$ cat config.mk
export PLATFORM = sky130hd
export DESIGN_NAME = mips_instr_encoder
export DESIGN_NICKNAME = d
export VERILOG_FILES = /design/src/rtl/mips_instr_encoder_pkg.sv /design/src/rtl/mips_instr_encoder_enc_fifo.sv /design/src/rtl/mips_instr_encoder.sv
export SDC_FILE = /design/constraint.sdc
export NUM_CORES = 1
export LEC_CHECK = 0
export BUFFER_PORTS_ARGS = -buffer_cell sky130_fd_sc_hd__buf_2
export CAP_MARGIN = 10
export CELL_PAD_IN_SITES_DETAIL_PLACEMENT = 2
export CELL_PAD_IN_SITES_GLOBAL_PLACEMENT = 2
export CORE_MARGIN = 10
export CORE_UTILIZATION = 41
export DETAILED_ROUTE_END_ITERATION = 10
export GPL_ROUTABILITY_DRIVEN = 0
export PLACE_DENSITY = 0.84
export SETUP_SLACK_MARGIN = 0.5
export SKIP_CTS_REPAIR_TIMING = 1
export SLEW_MARGIN = 30
export SYNTH_ARGS = -nofsm -noshare
export SYNTH_HDL_FRONTEND = slang
export SYNTH_SLANG_ARGS = --single-unit
$ cat constraint.sdc
create_clock -name clk -period 7.53 [get_ports clk]
set_clock_uncertainty 0.05 [all_clocks]
set_input_delay 0.3765 -clock clk [delete_from_list [all_inputs] [get_ports clk]]
set_output_delay 0.3765 -clock clk [all_outputs]
set_load 0.03 [all_outputs]
$ cat src/rtl/mips_instr_encoder_pkg.sv
// rtl/mips_instr_encoder_pkg.sv - shared kinds, opcodes, field positions and word classifier
package mips_instr_encoder_pkg;

  typedef enum logic [1:0] {
    KIND_R   = 2'b00,
    KIND_I   = 2'b01,
    KIND_J   = 2'b10,
    KIND_RSV = 2'b11
  } kind_e;

  typedef enum logic [1:0] {
    CLS_R = 2'd0,
    CLS_I = 2'd1,
    CLS_J = 2'd2
  } cls_e;

  localparam logic [5:0] OP_RTYPE = 6'd0;
  localparam logic [5:0] OP_J     = 6'd2;
  localparam logic [5:0] OP_JAL   = 6'd3;

  localparam int OP_LSB    = 26;
  localparam int RS_LSB    = 21;
  localparam int RT_LSB    = 16;
  localparam int RD_LSB    = 11;
  localparam int SHAMT_LSB = 6;
  localparam int OP_W      = 6;
  localparam int REG_W     = 5;

  // Takes the opcode field of a word; the same rule the downstream classifier applies.
  function automatic cls_e classify(input logic [OP_W-1:0] op);
    if (op == OP_RTYPE)                 return CLS_R;
    else if (op == OP_J || op == OP_JAL) return CLS_J;
    else                                return CLS_I;
  endfunction

endpackage

$ cat src/rtl/mips_instr_encoder_enc_fifo.sv
// rtl/mips_instr_encoder_enc_fifo.sv - synchronous FIFO; head word reads as zero while empty
module enc_fifo #(
  parameter int WIDTH = 32,
  parameter int DEPTH = 4
) (
  input  logic                     clk,
  input  logic                     rst,
  input  logic                     push,
  input  logic                     pop,
  input  logic [WIDTH-1:0]         wdata,
  output logic [WIDTH-1:0]         rdata,
  output logic                     full,
  output logic                     empty,
  output logic [$clog2(DEPTH):0]   count
);

  localparam int PTR_W = $clog2(DEPTH);

  logic [WIDTH-1:0] mem_q [DEPTH];
  logic [PTR_W-1:0] wr_q, wr_d, rd_q, rd_d;
  logic [PTR_W:0]   cnt_q, cnt_d;
  logic             do_push, do_pop;

  assign full    = (cnt_q == (PTR_W+1)'(DEPTH));
  assign empty   = (cnt_q == '0);
  assign count   = cnt_q;
  assign do_push = push && !full;
  assign do_pop  = pop && !empty;
  assign rdata   = empty ? '0 : mem_q[rd_q];

  always_comb begin
    wr_d  = wr_q;
    rd_d  = rd_q;
    cnt_d = cnt_q;
    if (do_push) wr_d = wr_q + PTR_W'(1);
    if (do_pop)  rd_d = rd_q + PTR_W'(1);
    case ({do_push, do_pop})
      2'b10:   cnt_d = cnt_q + (PTR_W+1)'(1);
      2'b01:   cnt_d = cnt_q - (PTR_W+1)'(1);
      default: cnt_d = cnt_q;
    endcase
  end

  always_ff @(posedge clk) begin
    if (rst) begin
      wr_q  <= '0;
      rd_q  <= '0;
      cnt_q <= '0;
    end else begin
      wr_q  <= wr_d;
      rd_q  <= rd_d;
      cnt_q <= cnt_d;
    end
  end

  always_ff @(posedge clk) begin
    if (do_push) mem_q[wr_q] <= wdata;
  end

endmodule

$ cat src/rtl/mips_instr_encoder.sv
// rtl/mips_instr_encoder.sv - MIPS R/I/J word assembler with output FIFO and per-class emit counters
// Optional destination-register usage counters enabled by ENC_REGUSE_EN.
module mips_instr_encoder
  import mips_instr_encoder_pkg::*;
#(
  parameter int CNT_W = 6,
  parameter int DEPTH = 4
) (
  input  logic             clk,
  input  logic             rst,
  input  logic             req_valid,
  output logic             req_ready,
  input  logic [1:0]       req_kind,
  input  logic [5:0]       req_op,
  input  logic [4:0]       req_rs,
  input  logic [4:0]       req_rt,
  input  logic [4:0]       req_rd,
  input  logic [4:0]       req_shamt,
  input  logic [5:0]       req_funct,
  input  logic [15:0]      req_imm,
  input  logic [25:0]      req_target,
  output logic             instr_valid,
  input  logic             instr_ready,
  output logic [31:0]      instr,
  output logic [CNT_W-1:0] cnt_r,
  output logic [CNT_W-1:0] cnt_i,
  output logic [CNT_W-1:0] cnt_j,
  output logic [CNT_W-1:0] err_cnt
`ifdef ENC_REGUSE_EN
  ,
  output logic [CNT_W-1:0] cnt_reg3,
  output logic [CNT_W-1:0] cnt_reg4,
  output logic [CNT_W-1:0] cnt_reg5,
  output logic [CNT_W-1:0] cnt_reg6
`endif
);

  logic [31:0]            enc_word;
  logic                   legal;
  logic                   accept;
  logic                   fifo_push, fifo_pop;
  logic                   fifo_full, fifo_empty;
  logic [$clog2(DEPTH):0] fifo_count;
  cls_e                   head_cls;

  logic [CNT_W-1:0] cnt_r_q, cnt_r_d, cnt_i_q, cnt_i_d, cnt_j_q, cnt_j_d, err_q, err_d;

  always_comb begin
    enc_word = '0;
    legal    = 1'b0;
    case (kind_e'(req_kind))
      KIND_R: begin
        enc_word = {OP_RTYPE, req_rs, req_rt, req_rd, req_shamt, req_funct};
        legal    = 1'b1;
      end
      KIND_I: begin
        enc_word = {req_op, req_rs, req_rt, req_imm};
        legal    = !(req_op == OP_RTYPE || req_op == OP_J || req_op == OP_JAL);
      end
      KIND_J: begin
        enc_word = {req_op, req_target};
        legal    = (req_op == OP_J || req_op == OP_JAL);
      end
      default: begin
        enc_word = '0;
        legal    = 1'b0;
      end
    endcase
  end

  // No bypass: a full FIFO refuses requests even while it is being popped.
  assign req_ready   = !rst && !fifo_full;
  assign accept      = req_valid && req_ready;
  assign fifo_push   = accept && legal;
  assign fifo_pop    = instr_ready && !fifo_empty;
  assign instr_valid = (fifo_count != '0);

  enc_fifo #(
    .WIDTH(32),
    .DEPTH(DEPTH)
  ) u_fifo (
    .clk   (clk),
    .rst   (rst),
    .push  (fifo_push),
    .pop   (fifo_pop),
    .wdata (enc_word),
    .rdata (instr),
    .full  (fifo_full),
    .empty (fifo_empty),
    .count (fifo_count)
  );

  assign head_cls = classify(instr[OP_LSB +: OP_W]);

  always_comb begin
    cnt_r_d = cnt_r_q;
    cnt_i_d = cnt_i_q;
    cnt_j_d = cnt_j_q;
    err_d   = err_q;
    if (accept && !legal) err_d = err_q + CNT_W'(1);
    if (fifo_pop) begin
      case (head_cls)
        CLS_R:   cnt_r_d = cnt_r_q + CNT_W'(1);
        CLS_J:   cnt_j_d = cnt_j_q + CNT_W'(1);
        default: cnt_i_d = cnt_i_q + CNT_W'(1);
      endcase
    end
  end

  always_ff @(posedge clk) begin
    if (rst) begin
      cnt_r_q <= '0;
      cnt_i_q <= '0;
      cnt_j_q <= '0;
      err_q   <= '0;
    end else begin
      cnt_r_q <= cnt_r_d;
      cnt_i_q <= cnt_i_d;
      cnt_j_q <= cnt_j_d;
      err_q   <= err_d;
    end
  end

  assign cnt_r   = cnt_r_q;
  assign cnt_i   = cnt_i_q;
  assign cnt_j   = cnt_j_q;
  assign err_cnt = err_q;

`ifdef ENC_REGUSE_EN
  logic [3:0][CNT_W-1:0] reg_cnt_q, reg_cnt_d;
  logic [REG_W-1:0]      dst_reg;
  logic                  has_dst;

  // Destination is rd for R words, rt for I words; J words have none.
  always_comb begin
    reg_cnt_d = reg_cnt_q;
    dst_reg   = instr[RT_LSB +: REG_W];
    has_dst   = 1'b0;
    case (head_cls)
      CLS_R: begin
        dst_reg = instr[RD_LSB +: REG_W];
        has_dst = 1'b1;
      end
      CLS_I:   has_dst = 1'b1;
      default: has_dst = 1'b0;
    endcase
    if (fifo_pop && has_dst) begin
      for (int k = 0; k < 4; k++) begin
        if (dst_reg == REG_W'(k + 3)) reg_cnt_d[k] = reg_cnt_q[k] + CNT_W'(1);
      end
    end
  end

  always_ff @(posedge clk) begin
    if (rst) reg_cnt_q <= '0;
    else     reg_cnt_q <= reg_cnt_d;
  end

  assign cnt_reg3 = reg_cnt_q[0];
  assign cnt_reg4 = reg_cnt_q[1];
  assign cnt_reg5 = reg_cnt_q[2];
  assign cnt_reg6 = reg_cnt_q[3];
`endif

endmodule

# == Yosys cells after proc, flatten, opt, wreduce, memory -nomap -nowiden ==
# Memory sizes are Yosys's and may differ from the RTL's. A register that Yosys moved wholly into a read port is not among the register bits.
# Index checks and enable logic that the tools add are counted.
# Widths: inputs -> output; s select.
# word_totals
memories,1
input_bits,80
out_inout_bits,58
register_bits,31
elab_cells,64
ram_bits,128
# mem_list
memory,words,width,read_ports,rd_clocked_by_memory_dff,write_ports,line_no,source
u_fifo.mem_q,4,32,1,1,1,mips_instr_encoder_enc_fifo.sv:19,logic [WIDTH-1:0] mem_q [DEPTH];
# op_classes
bitwise,1
addsub,8
reduce_logical,27
mux,10
eq_ne,10
# ops
cell,count
$pmux 32 s3,1
$mux 32,1
$add 6x1->6 const B,4
$eq 6x2->1 const B,4
$logic_not 6->1,2
$mux 2,4
$logic_and 1x1->1,7
$eq 2x2->1 const B,3
$pmux 3 s2,1
$reduce_and 2->1,3
$logic_not 1->1,5
$add 2x1->2 const B,2
$eq 2x1->1 const B,2
$logic_not 2->1,2
$logic_or 1x1->1,4
$add 3x1->3 const B,1
$eq 3x3->1 const B,1
$logic_not 3->1,1
$pmux 1 s3,1
$reduce_bool 3->1,1
$sub 3x1->3 const B,1
$mux 1,2
$reduce_bool 2->1,1
$reduce_or 2->1,1
$not 1->1,1

# == Longest topological paths before layout ==
# Gate-level depths: netlist (run 1).
# logic_depth
ltp_word,10
ltp_mapped,12
ltp_nobuf,11

# == Hierarchy ==
# From an unflattened synthesis (run 1), not the netlist that was laid out.
# unflattened
cells_unflattened,482
hier_area_um2,7163.1
# by_module_without_submodules
module,area_per_inst_um2,cells_per_inst,n_inst
enc_fifo,5421.4,256,1
mips_instr_encoder,1741.7,226,1

# == Worst setup path before layout (run 1) ==
# No wires, ideal clock.
# synth_path
path_type,input -> register
startpoint,input req_op[4]
endpoint,"memory u_fifo.mem_q[0][0], enable pin"
cell_stages,5
path_buffers,0
t_required_ns,7.088
arrival_time_ns,2.378
slack_ns,4.710
setup_ns,0.392
path_cell_list,or4_1 o21ai_0 nand2_1 nor2_1 and2_1
# synth_between
elab_chain_cells,9
word_cells_on_any_way,12
# synth_lines
element,line_no,source
start: declaration,mips_instr_encoder.sv:14,"input logic [5:0] req_op,"
$eq 6x2->1 / $logic_not 6->1 (equally long branches),"mips_instr_encoder.sv:58, mips_instr_encoder.sv:62",
$logic_or 1x1->1 (2 in series),mips_instr_encoder.sv:58,legal = !(req_op == OP_RTYPE || req_op == OP_J || req_op == OP_JAL);
$logic_not 1->1,mips_instr_encoder.sv:58,
$pmux 1 s3 (*),mips_instr_encoder.sv:51,case (kind_e'(req_kind))
$logic_and 1x1->1 (*),mips_instr_encoder.sv:74,assign fifo_push = accept && legal;
$logic_and 1x1->1 (*),mips_instr_encoder_enc_fifo.sv:27,assign do_push = push && !full;
$mux 1 (*),mips_instr_encoder_enc_fifo.sv:57,if (do_push) mem_q[wr_q] <= wdata;
$mux 1 (implied by the code) (*),mips_instr_encoder_enc_fifo.sv:57,
end: declaration,mips_instr_encoder_enc_fifo.sv:19,
# Mark *: on every way between the ends. The rest lies on a longest branch, timed or not.

==> results of run 1 <==
power breakdown:
| part | switching [mW] | internal, mW | total, mW |
|---|---|---|---|
| Sequential | 0.0202 | 0.991 | 1.01 |
| Combinational | 0.447 | 0.232 | 0.679 |
| Clock | 0.362 | 0.567 | 0.929 |
| Total | 0.829 | 1.79 | 2.62 |
metal layers:
metal	global-route usage, %	part of all wire [%]	vias up
met5	0	0	-
li1	-	-	2032
met1	21.1	37	2385
met2	36.4	57	140
met3	3.66	4.8	27
met4	7.39	2.0	0
final cells by class:
type | instances | area (um2) | share of cell area (%)
Sequential cell | 161 | 4510 | 53.1
Multi-Input combinational cell | 269 | 2270 | 26.8
Clock inverter | 12 | 183 | 2.15
Inverter | 25 | 93.8 | 1.11
Timing Repair Buffer | 139 | 701 | 8.26
Tap cell | 220 | 275 | 3.25
Clock buffer | 20 | 447 | 5.27
synth_stat cells (all sizes together) (4+ instances only):
library cell	count	area share, %
a21oi	10	0.72
and2	46	4.1
buf	4	0.66
clkbuf	19	1.0
dfxtp	33	9.5
edfxtp	128	55
ha	9	1.6
inv	25	1.3
mux2i	20	2.9
mux4	32	11
nand2	34	1.8
nand3	8	0.65
nand4	4	0.36
nor2	27	1.5
o21ai	32	2.3
or3	5	0.45
xnor2	10	1.3
xor2	9	1.1
cell usage in the layout, fill, tap and decap left out, types with 5 or more instances in the layout:
| cell type | instances |
|---|---|
| o21ai_0 | 29 |
| ha_1 | 9 |
| dfxtp_1 | 32 |
| and2_1 | 42 |
| clkbuf_16 | 17 |
| mux2i_1 | 20 |
| edfxtp_1 | 128 |
| xnor2_1 | 10 |
| nor2_1 | 27 |
| a21oi_1 | 10 |
| nand2_1 | 34 |
| or3_1 | 5 |
| mux4_2 | 27 |
| inv_1 | 24 |
| xor2_1 | 9 |
| mux4_1 | 5 |
| buf_2 | 137 |
| nand3_1 | 7 |
state kept, by name, indices dropped and copies added (netlist names), named ones only:
name	cells
cnt_r	6
cnt_i	6
cnt_j	6
u_fifo.count	3
u_fifo.mem_q	128
u_fifo.wr_q	2
err_cnt	6
u_fifo.rd_q	2
how the worst max path moves through the flow:
stage / startpoint / endpoint / cells after the start
after CTS: flop / cnt_r[3] / 6
after global routing: flop / cnt_r[3] / 6
final: flop / cnt_r[3] / 6
after global placement: req_op[4] / u_fifo.mem_q[1][2] / 6
after floorplan: req_op[4] / u_fifo.mem_q[0][0] / 5
after detailed placement: req_op[4] / u_fifo.mem_q[2][19] / 6
per-stage QoR:
| step | hold slack, ns | utilization [%] | std cells |
|---|---|---|---|
| CTS | 0.298 | 50.9 | 846 |
| detailed placement | 0.434 | 47.1 | 814 |
| global route | 0.325 | 51.0 | 846 |
| global placement | 0.416 | 47.1 | 814 |
| finish | 0.313 | 51.0 | 846 |
| floorplan | 0.435 | - | 478 |
worst register-to-register path: cells and delay by family (launching register included):
| kind | cells | cell delay, ns |
|---|---|---|
| flops | 1 | 0.31 |
| simple gates | 3 | 1.39 |
| buf+inv | 1 | 0.50 |
| compound gates | 1 | 0.19 |
| mux | 1 | 0.64 |
kinds of logic after synthesis:
family | synth area share (%)
AOI/OAI and AO/OA | 4.63
xor gates and xnor gates | 2.38
adders and majority gates | 1.90
buffers and inverters | 3.03
DFF | 64.6
muxes | 13.5
and+or+nand+nor | 10.0
==> results.sh, run 1 <==
export IMPL_outcome="finished, final reports clean"
export IMPL_diodes=0
export IMPL_setup_slack_ns=4.36
export IMPL_regToRegSetupSlack_ns=4.36
export IMPL_critPathCaptureType="flop"
export IMPL_holdPathEnd="u_fifo.mem_q[2][6]"
export IMPL_drt_pass1_iter_count=4
export IMPL_die_x_um=150
export IMPL_cp_top_family="simple AND/OR/NAND/NOR gates"
export IMPL_worstPathCellList="buf_4 > mux4_2 > nor4_4 > nand2_1 > or3_1 > a21oi_1"
export IMPL_start_util_pct=41.9
export IMPL_drv_slew=0
export IMPL_maxCapViolCount=0
export IMPL_slowest_delay_ns=0.68
export IMPL_setup_viol=0
export IMPL_p_total_mw=2.62
export IMPL_critical_path_required_ns=7.82
export IMPL_drc_errors=0
export IMPL_ys_warn_count=0
export IMPL_cp_start_kind="flop"
export IMPL_core_mm2=0.0166
export IMPL_cts_sinks=161
export IMPL_synth_flop_cell="edfxtp_1"
export IMPL_via_count=4584
export IMPL_clk_insertion_delay_late_ns=0.42
export IMPL_clockBufferDepth=2
export IMPL_grt_max_degree=35
export IMPL_drt_iter0_drc=220
export IMPL_pre_cts_ws_ns=4.13
export IMPL_design_area_mm2=0.00848
export IMPL_relSlewSlack_pct=36.6
export IMPL_max_clock_freq_mhz=315
export IMPL_ant_nets=0
export IMPL_fillers=1595
export IMPL_synthCells=478
export IMPL_synth_area_mm2=0.00698
export IMPL_yosysUniqueCellTypes=39
export IMPL_io_pins=138
export IMPL_fp_row_count=47
export IMPL_drive_gt1_share_pct=32.9
export IMPL_grt_pass1_vias=5223
export IMPL_hold_path_class="input port to flop"
export IMPL_antenna_found_initial=0
export IMPL_ys_ff_latch=161
export IMPL_wl_per_cell_um=25.3
export IMPL_nNetsFinal=703
export IMPL_power_density_mw_per_mm2=309
export IMPL_place_area_mm2=0.00785
export IMPL_critical_path_class="flop to flop"
export IMPL_wl_um=21400
export IMPL_min_delay_path_depth=3
export IMPL_avgViaCountPerCell=5.42
export IMPL_ys_seq_area_share_pct=64.6
export IMPL_peakVddDrop_uv=151
export IMPL_synth_edf_count=128
export IMPL_synth_nets=568
export IMPL_cts_htree_levels=4
export IMPL_worstHoldStart="req_target[6]"
export IMPL_cts_tree="done"
export IMPL_fin_crit_ns=3.17
export IMPL_cp_max_fo=32
export IMPL_timing_rr_end="cnt_r[3]"
export IMPL_cp_num_buf_inv=1
export IMPL_syn2layout_area_growth_pct=21.5
export IMPL_cp_arrival_ns=3.46
export IMPL_synthArstFlopShare_pct=0
export IMPL_portBuffers=137
export IMPL_track_usage_pct=19.4
export IMPL_fp_dieArea_mm2=0.0226
export IMPL_p_leak_nw=3.23
export IMPL_finalSetupTns_ns=0
export IMPL_hold_viol=0
export IMPL_syn_area_per_cell_um2=14.6
export IMPL_numCtsBuffers=17
export IMPL_grt_overflow=0
export IMPL_dp_final_hpwl_um=14800
export IMPL_reg2reg_depth=6
export IMPL_grt_pass1_wl_um=32700
export IMPL_worst_pin_slew_ns=0.951
export IMPL_cts_clk_slew_worst_paths_ns=0.07
export IMPL_fp_dieH_um=150
export IMPL_root_buffer="clkbuf_16"
export IMPL_period_share_pct=42.1
export IMPL_cp_slowest_cell="nor4_4"
export IMPL_rsz0062_at_grt="no"
(Power assumes the default switching activity.)
==> inputs of run 2 (changes only) <==
--- a/config.mk
+++ b/config.mk
@@ -10,10 +10,10 @@
 export CELL_PAD_IN_SITES_DETAIL_PLACEMENT = 2
 export CELL_PAD_IN_SITES_GLOBAL_PLACEMENT = 2
 export CORE_MARGIN = 10
-export CORE_UTILIZATION = 41
+export CORE_UTILIZATION = 38
 export DETAILED_ROUTE_END_ITERATION = 10
 export GPL_ROUTABILITY_DRIVEN = 0
-export PLACE_DENSITY = 0.84
+export PLACE_DENSITY = 0.78
 export SETUP_SLACK_MARGIN = 0.5
 export SKIP_CTS_REPAIR_TIMING = 1
 export SLEW_MARGIN = 30
==> constraint.sdc (replaced) <==
create_clock -name clk -period 3.25 [get_ports clk]
set_clock_uncertainty 0.05 [all_clocks]
set_input_delay 0.1625 -clock clk [delete_from_list [all_inputs] [get_ports clk]]
set_output_delay 0.1625 -clock clk [all_outputs]
set_load 0.03 [all_outputs]
==> results.sh, run 2 (synthesized netlist as in run 1, its figures left out) <==
export IMPL_outcome="finished, final reports clean"
export IMPL_wl_per_cell_um=22.8
export IMPL_hold_path_class="input port to flop"
export IMPL_syn2layout_area_growth_pct=21.6
export IMPL_cp_arrival_ns=3.00
export IMPL_peakVddDrop_uv=354
export IMPL_top_register="u_fifo.mem_q"
export IMPL_drc_errors=0
export IMPL_stdcell_count=866
export IMPL_die_x_um=156
export IMPL_cp_slowest_cell="nor4b_2"
export IMPL_sw_frac_of_total_pct=32.4
export IMPL_critical_path_required_ns=3.55
export IMPL_ant_nets=0
export IMPL_track_usage_pct=16.8
export IMPL_rsz0062_at_grt="yes"
export IMPL_max_clock_freq_mhz=371
export IMPL_fp_row_count=49
export IMPL_fin_crit_ns=2.70
export IMPL_seqPwrFrac_pct=41.2
export IMPL_power_internal_mw=3.89
export IMPL_dp_final_hpwl_um=13900
export IMPL_via_count=4564
export IMPL_p_leak_nw=3.23
export IMPL_grt_overflow=0
export IMPL_cp_max_fo=27
export IMPL_fillers=1798
export IMPL_numCtsBuffers=17
export IMPL_cts_tree="done"
export IMPL_fp_dieH_um=156
export IMPL_portBuffers=137
export IMPL_clockBufferDepth=2
export IMPL_p_total_mw=5.75
export IMPL_grt_max_degree=34
export IMPL_final_common_cell="buf_2"
export IMPL_finalSetupTns_ns=0
export IMPL_period_share_pct=83.0
export IMPL_clk_insertion_delay_late_ns=0.42
export IMPL_multi_input_area_mm2=0.00227
export IMPL_io_pins=138
export IMPL_cts_clk_slew_worst_paths_ns=0.07
export IMPL_relSlewSlack_pct=53.1
export IMPL_setup_viol=0
export IMPL_cp_num_buf_inv=1
export IMPL_slowest_delay_ns=0.51
export IMPL_place_inst=832
export IMPL_nNetsFinal=714
export IMPL_root_buffer="clkbuf_16"
export IMPL_cp_top_family="simple AND/OR/NAND/NOR gates"
export IMPL_diodes=0
export IMPL_p_comb_share_pct=26.9
export IMPL_cts_htree_levels=4
export IMPL_largest_reg_flops=128
export IMPL_core_mm2=0.0180
export IMPL_worstPathCellList="buf_4 > mux4_2 > nor4b_2 > nand2_1 > or3_1 > a21oi_1"
export IMPL_grt_pass1_vias=5388
export IMPL_critPathCaptureType="flop"
export IMPL_power_density_mw_per_mm2=678
export IMPL_worst_pin_slew_ns=0.697
export IMPL_drt_iter0_drc=208
export IMPL_maxCapViolCount=0
export IMPL_p_clk_share_pct=31.9
export IMPL_critical_path_class="flop to flop"
export IMPL_cp_start_kind="flop"
export IMPL_avgViaCountPerCell=5.27
export IMPL_antenna_found_initial=0
export IMPL_power_switching_mw=1.87
export IMPL_grt_pass1_wl_um=31100
export IMPL_cts_sinks=161
export IMPL_drive_gt1_share_pct=34.1
export IMPL_regArea_mm2=0.00451
export IMPL_start_util_pct=38.7
export IMPL_final_cell_mix="buf_2 (137), edfxtp_1 (128), and2_1 (42), nand2_1 (34), dfxtp_1 (31)"
export IMPL_design_area_mm2=0.00849
export IMPL_wl_um=19800
export IMPL_hold_viol=0
export IMPL_drv_slew=0
export IMPL_drt_pass1_iter_count=5
export IMPL_fp_dieArea_mm2=0.0242
export IMPL_place_area_mm2=0.00793
-- run 2: cell count changes in the layout (fill, tap and decap cells not counted), sizes merged --
cell / change
buf: +11
clkinvlp: +6
bufinv: -3
clkbuf: -3
-- run 2: final cells by class --
type / instances / share of cell area [%]
Clock inverter: 15 / 1.40
Sequential cell: 161 / 53.1
Clock buffer: 17 / 5.01
Timing Repair Buffer: 150 / 9.27
Multi-Input combinational cell: 269 / 26.7
Inverter: 25 / 1.11
Tap cell: 229 / 3.38
-- run 2: final timing paths --
| path | from | end | slack, ns | cells past startpoint |
|---|---|---|---|---|
| worst max-delay path | flop | cnt_r[3] | 0.55 | 6 |
| worst max register to register | flop | cnt_r[3] | 0.55 | 6 |
| worst min register to register | cnt_r[5] | cnt_r[5] | 0.47 | 2 |
| worst min-delay path | req_target[13] | u_fifo.mem_q[2][13] | 0.09 | 3 |
-- run 2: metrics by stage --
| stage | utilization (%) | hold WS, ns | worst slack, ns |
|---|---|---|---|
| 2_1_floorplan | - | 0.366 | 0.644 |
| 3_3_place_gp | 44.0 | 0.418 | 0.408 |
| 3_5_place_dp | 44.0 | 0.446 | 0.215 |
| 4_1_cts | 47.0 | 0.0682 | 0.422 |
| 5_1_grt | 47.1 | 0.130 | 0.336 |
| 6_report | 47.1 | 0.0874 | 0.553 |
-- run 2: worst min-delay path, cell delays in order --
cell and delay, ns:
buf_2 0.08, nand2_1 0.04, o21ai_0 0.14
-- run 2: layer usage --
metal / up-vias / wire length [um] / track usage (%)
met3: 28 / 964 / 4.80
met1: 2351 / 7550 / 17.8
met2: 127 / 10800 / 30.6
met5: - / 0 / 0
met4: 0 / 433 / 6.46
li1: 2058 / - / -
-- run 2: power groups by stage --
stage | Sequential (mW) | Clock, mW | Combinational (mW)
5_1_grt | 2.38 | 1.97 | 1.69
4_1_cts | 2.37 | 1.89 | 1.59
3_5_place_dp | 2.41 | 0 | 1.57
3_3_place_gp | 2.40 | 0 | 1.52
2_1_floorplan | 2.38 | 0 | 1.12
6_report | 2.37 | 1.84 | 1.55
==> inputs of run 3 (changes only) <==
--- a/config.mk
+++ b/config.mk
@@ -10,10 +10,10 @@
 export CELL_PAD_IN_SITES_DETAIL_PLACEMENT = 2
 export CELL_PAD_IN_SITES_GLOBAL_PLACEMENT = 2
 export CORE_MARGIN = 10
-export CORE_UTILIZATION = 38
+export CORE_UTILIZATION = 34
 export DETAILED_ROUTE_END_ITERATION = 10
 export GPL_ROUTABILITY_DRIVEN = 0
-export PLACE_DENSITY = 0.78
+export PLACE_DENSITY = 0.74
 export SETUP_SLACK_MARGIN = 0.5
 export SKIP_CTS_REPAIR_TIMING = 1
 export SLEW_MARGIN = 30
==> constraint.sdc (replaced) <==
create_clock -name clk -period 2.22 [get_ports clk]
set_clock_uncertainty 0.05 [all_clocks]
set_input_delay 0.111 -clock clk [delete_from_list [all_inputs] [get_ports clk]]
set_output_delay 0.111 -clock clk [all_outputs]
set_load 0.03 [all_outputs]
==> results.sh, run 3 (synthesized netlist as in run 1, its figures left out) <==
export IMPL_outcome="finished with violations"
export IMPL_violations="setup timing"
export IMPL_wl_um=24000
export IMPL_cp_max_fo=5
export IMPL_top_register="u_fifo.mem_q"
export IMPL_root_buffer="clkbuf_16"
export IMPL_final_cell_mix="edfxtp_1 (128), buf_2 (103), buf_6 (45), and2_4 (35)"
export IMPL_setup_viol=22
export IMPL_grt_max_degree=34
export IMPL_multi_input_area_mm2=0.00250
export IMPL_clk_insertion_delay_late_ns=0.43
export IMPL_regArea_mm2=0.00452
export IMPL_die_x_um=163
export IMPL_critical_path_class="flop to flop"
export IMPL_syn2layout_area_growth_pct=41.7
export IMPL_ant_nets=0
export IMPL_max_clock_freq_mhz=407
export IMPL_cts_clk_slew_worst_paths_ns=0.07
export IMPL_drt_iter0_drc=245
export IMPL_setup_slack_ns=-0.237
export IMPL_wl_per_cell_um=24.9
export IMPL_cts_htree_levels=4
export IMPL_numCtsBuffers=17
export IMPL_start_util_pct=34.5
export IMPL_hold_viol=0
export IMPL_fin_crit_ns=2.46
export IMPL_io_pins=138
export IMPL_critPathCaptureType="flop"
export IMPL_reg2reg_depth=8
export IMPL_dp_final_hpwl_um=14800
export IMPL_cts_tree="done"
export IMPL_pre_cts_ws_ns=-0.266
export IMPL_clockBufferDepth=2
export IMPL_drc_errors=0
export IMPL_p_leak_nw=3.76
export IMPL_portBuffers=137
export IMPL_drv_slew=0
export IMPL_peakVddDrop_uv=541
export IMPL_fin_hold_ws_ns=0.0298
export IMPL_largest_reg_flops=128
export IMPL_final_common_cell="edfxtp_1"
export IMPL_cp_start_kind="flop"
export IMPL_place_area_mm2=0.00829
export IMPL_cts_sinks=161
export IMPL_fp_dieH_um=163
export IMPL_maxCapViolCount=0
export IMPL_relSlewSlack_pct=52.3
export IMPL_hold_path_class="input port to flop"
export IMPL_via_count=4895
export IMPL_min_delay_path_depth=3
export IMPL_power_density_mw_per_mm2=1040
export IMPL_grt_overflow=0
export IMPL_drt_pass1_iter_count=4
export IMPL_fp_row_count=52
export IMPL_antenna_found_initial=1
export IMPL_critical_path_required_ns=2.47
export IMPL_grt_pass1_vias=5403
export IMPL_grt_pass1_wl_um=31500
export IMPL_cp_arrival_ns=2.71
export IMPL_track_usage_pct=15.3
export IMPL_nNetsFinal=772
export IMPL_worst_pin_slew_ns=0.707
export IMPL_period_share_pct=111
export IMPL_drive_gt1_share_pct=49.3
export IMPL_design_area_mm2=0.00989
export IMPL_core_mm2=0.0202
export IMPL_avgViaCountPerCell=5.07
export IMPL_fillers=1920
export IMPL_fp_dieArea_mm2=0.0267
export IMPL_rsz0062_at_grt="yes"
run 3: cell types whose count changed in the layout (fill, tap and decap cells not counted), moves of 5 or more:
cell | previous run | this run
buf_6 | 1 | 45
and2_4 | 0 | 35
buf_2 | 137 | 103
and2_1 | 42 | 11
buf_4 | 12 | 32
buf_12 | 0 | 13
clkbuf_16 | 17 | 26
mux4_1 | 5 | 0
mux4_2 | 27 | 32
run 3: layout make-up:
class | instances | area share [%]
sequential | 161 | 45.7
tap | 270 | 3.42
multi-input combinational | 269 | 25.3
timing repair buffer | 208 | 18.8
clock inverter | 12 | 1.38
clock buffer | 19 | 4.38
antenna | 1 | 0.0253
inverter | 25 | 0.949
run 3: stage by stage:
stage / total power, mW / utilization [%] / TNS, ns / cells
after floorplan: 5.16 / - / -0.416 / 478
after global placement: 5.90 / 41.0 / -0.253 / 898
after detailed placement: 5.99 / 41.0 / -1.44 / 898
after CTS: 8.85 / 43.8 / -11.51 / 929
after global routing: 10.7 / 48.8 / -4.03 / 964
final: 10.3 / 48.9 / -1.69 / 965
run 3: worst max-delay path, cell delays in order, from the launching register on:
cell	delay [ns]
dfxtp_4	0.39
buf_12	0.13
buf_16	0.13
mux4_2	0.59
nor4b_4	0.37
buf_4	0.21
nand4_1	0.15
xnor2_1	0.23
nor2_1	0.07
run 3: layer usage:
metal	vias to the layer above	part of all wire [%]	track usage (%)
met5	-	0	0
met4	0	1.9	4.80
met3	29	5.3	3.90
met2	146	53	26.6
met1	2551	39	18.1
li1	2169	-	-
run 3: report_power, final:
| group | switching [mW] | internal, mW | leakage (nW) |
|---|---|---|---|
| registers | 0.0920 | 3.37 | 1.44 |
| logic | 1.92 | 1.98 | 2.05 |
| clock network | 1.26 | 1.66 | 0.271 |
| total | 3.27 | 7.00 | 3.76 |
run 3: worst paths after layout:
check	slack, ns	startpoint	endpoint
setup / recovery	-0.24	flop	cnt_r[4]
hold / removal	0.03	req_target[8]	u_fifo.mem_q[0][8]
setup reg to reg	-0.24	flop	cnt_r[4]
hold reg to reg	0.46	cnt_j[5]	cnt_j[5]
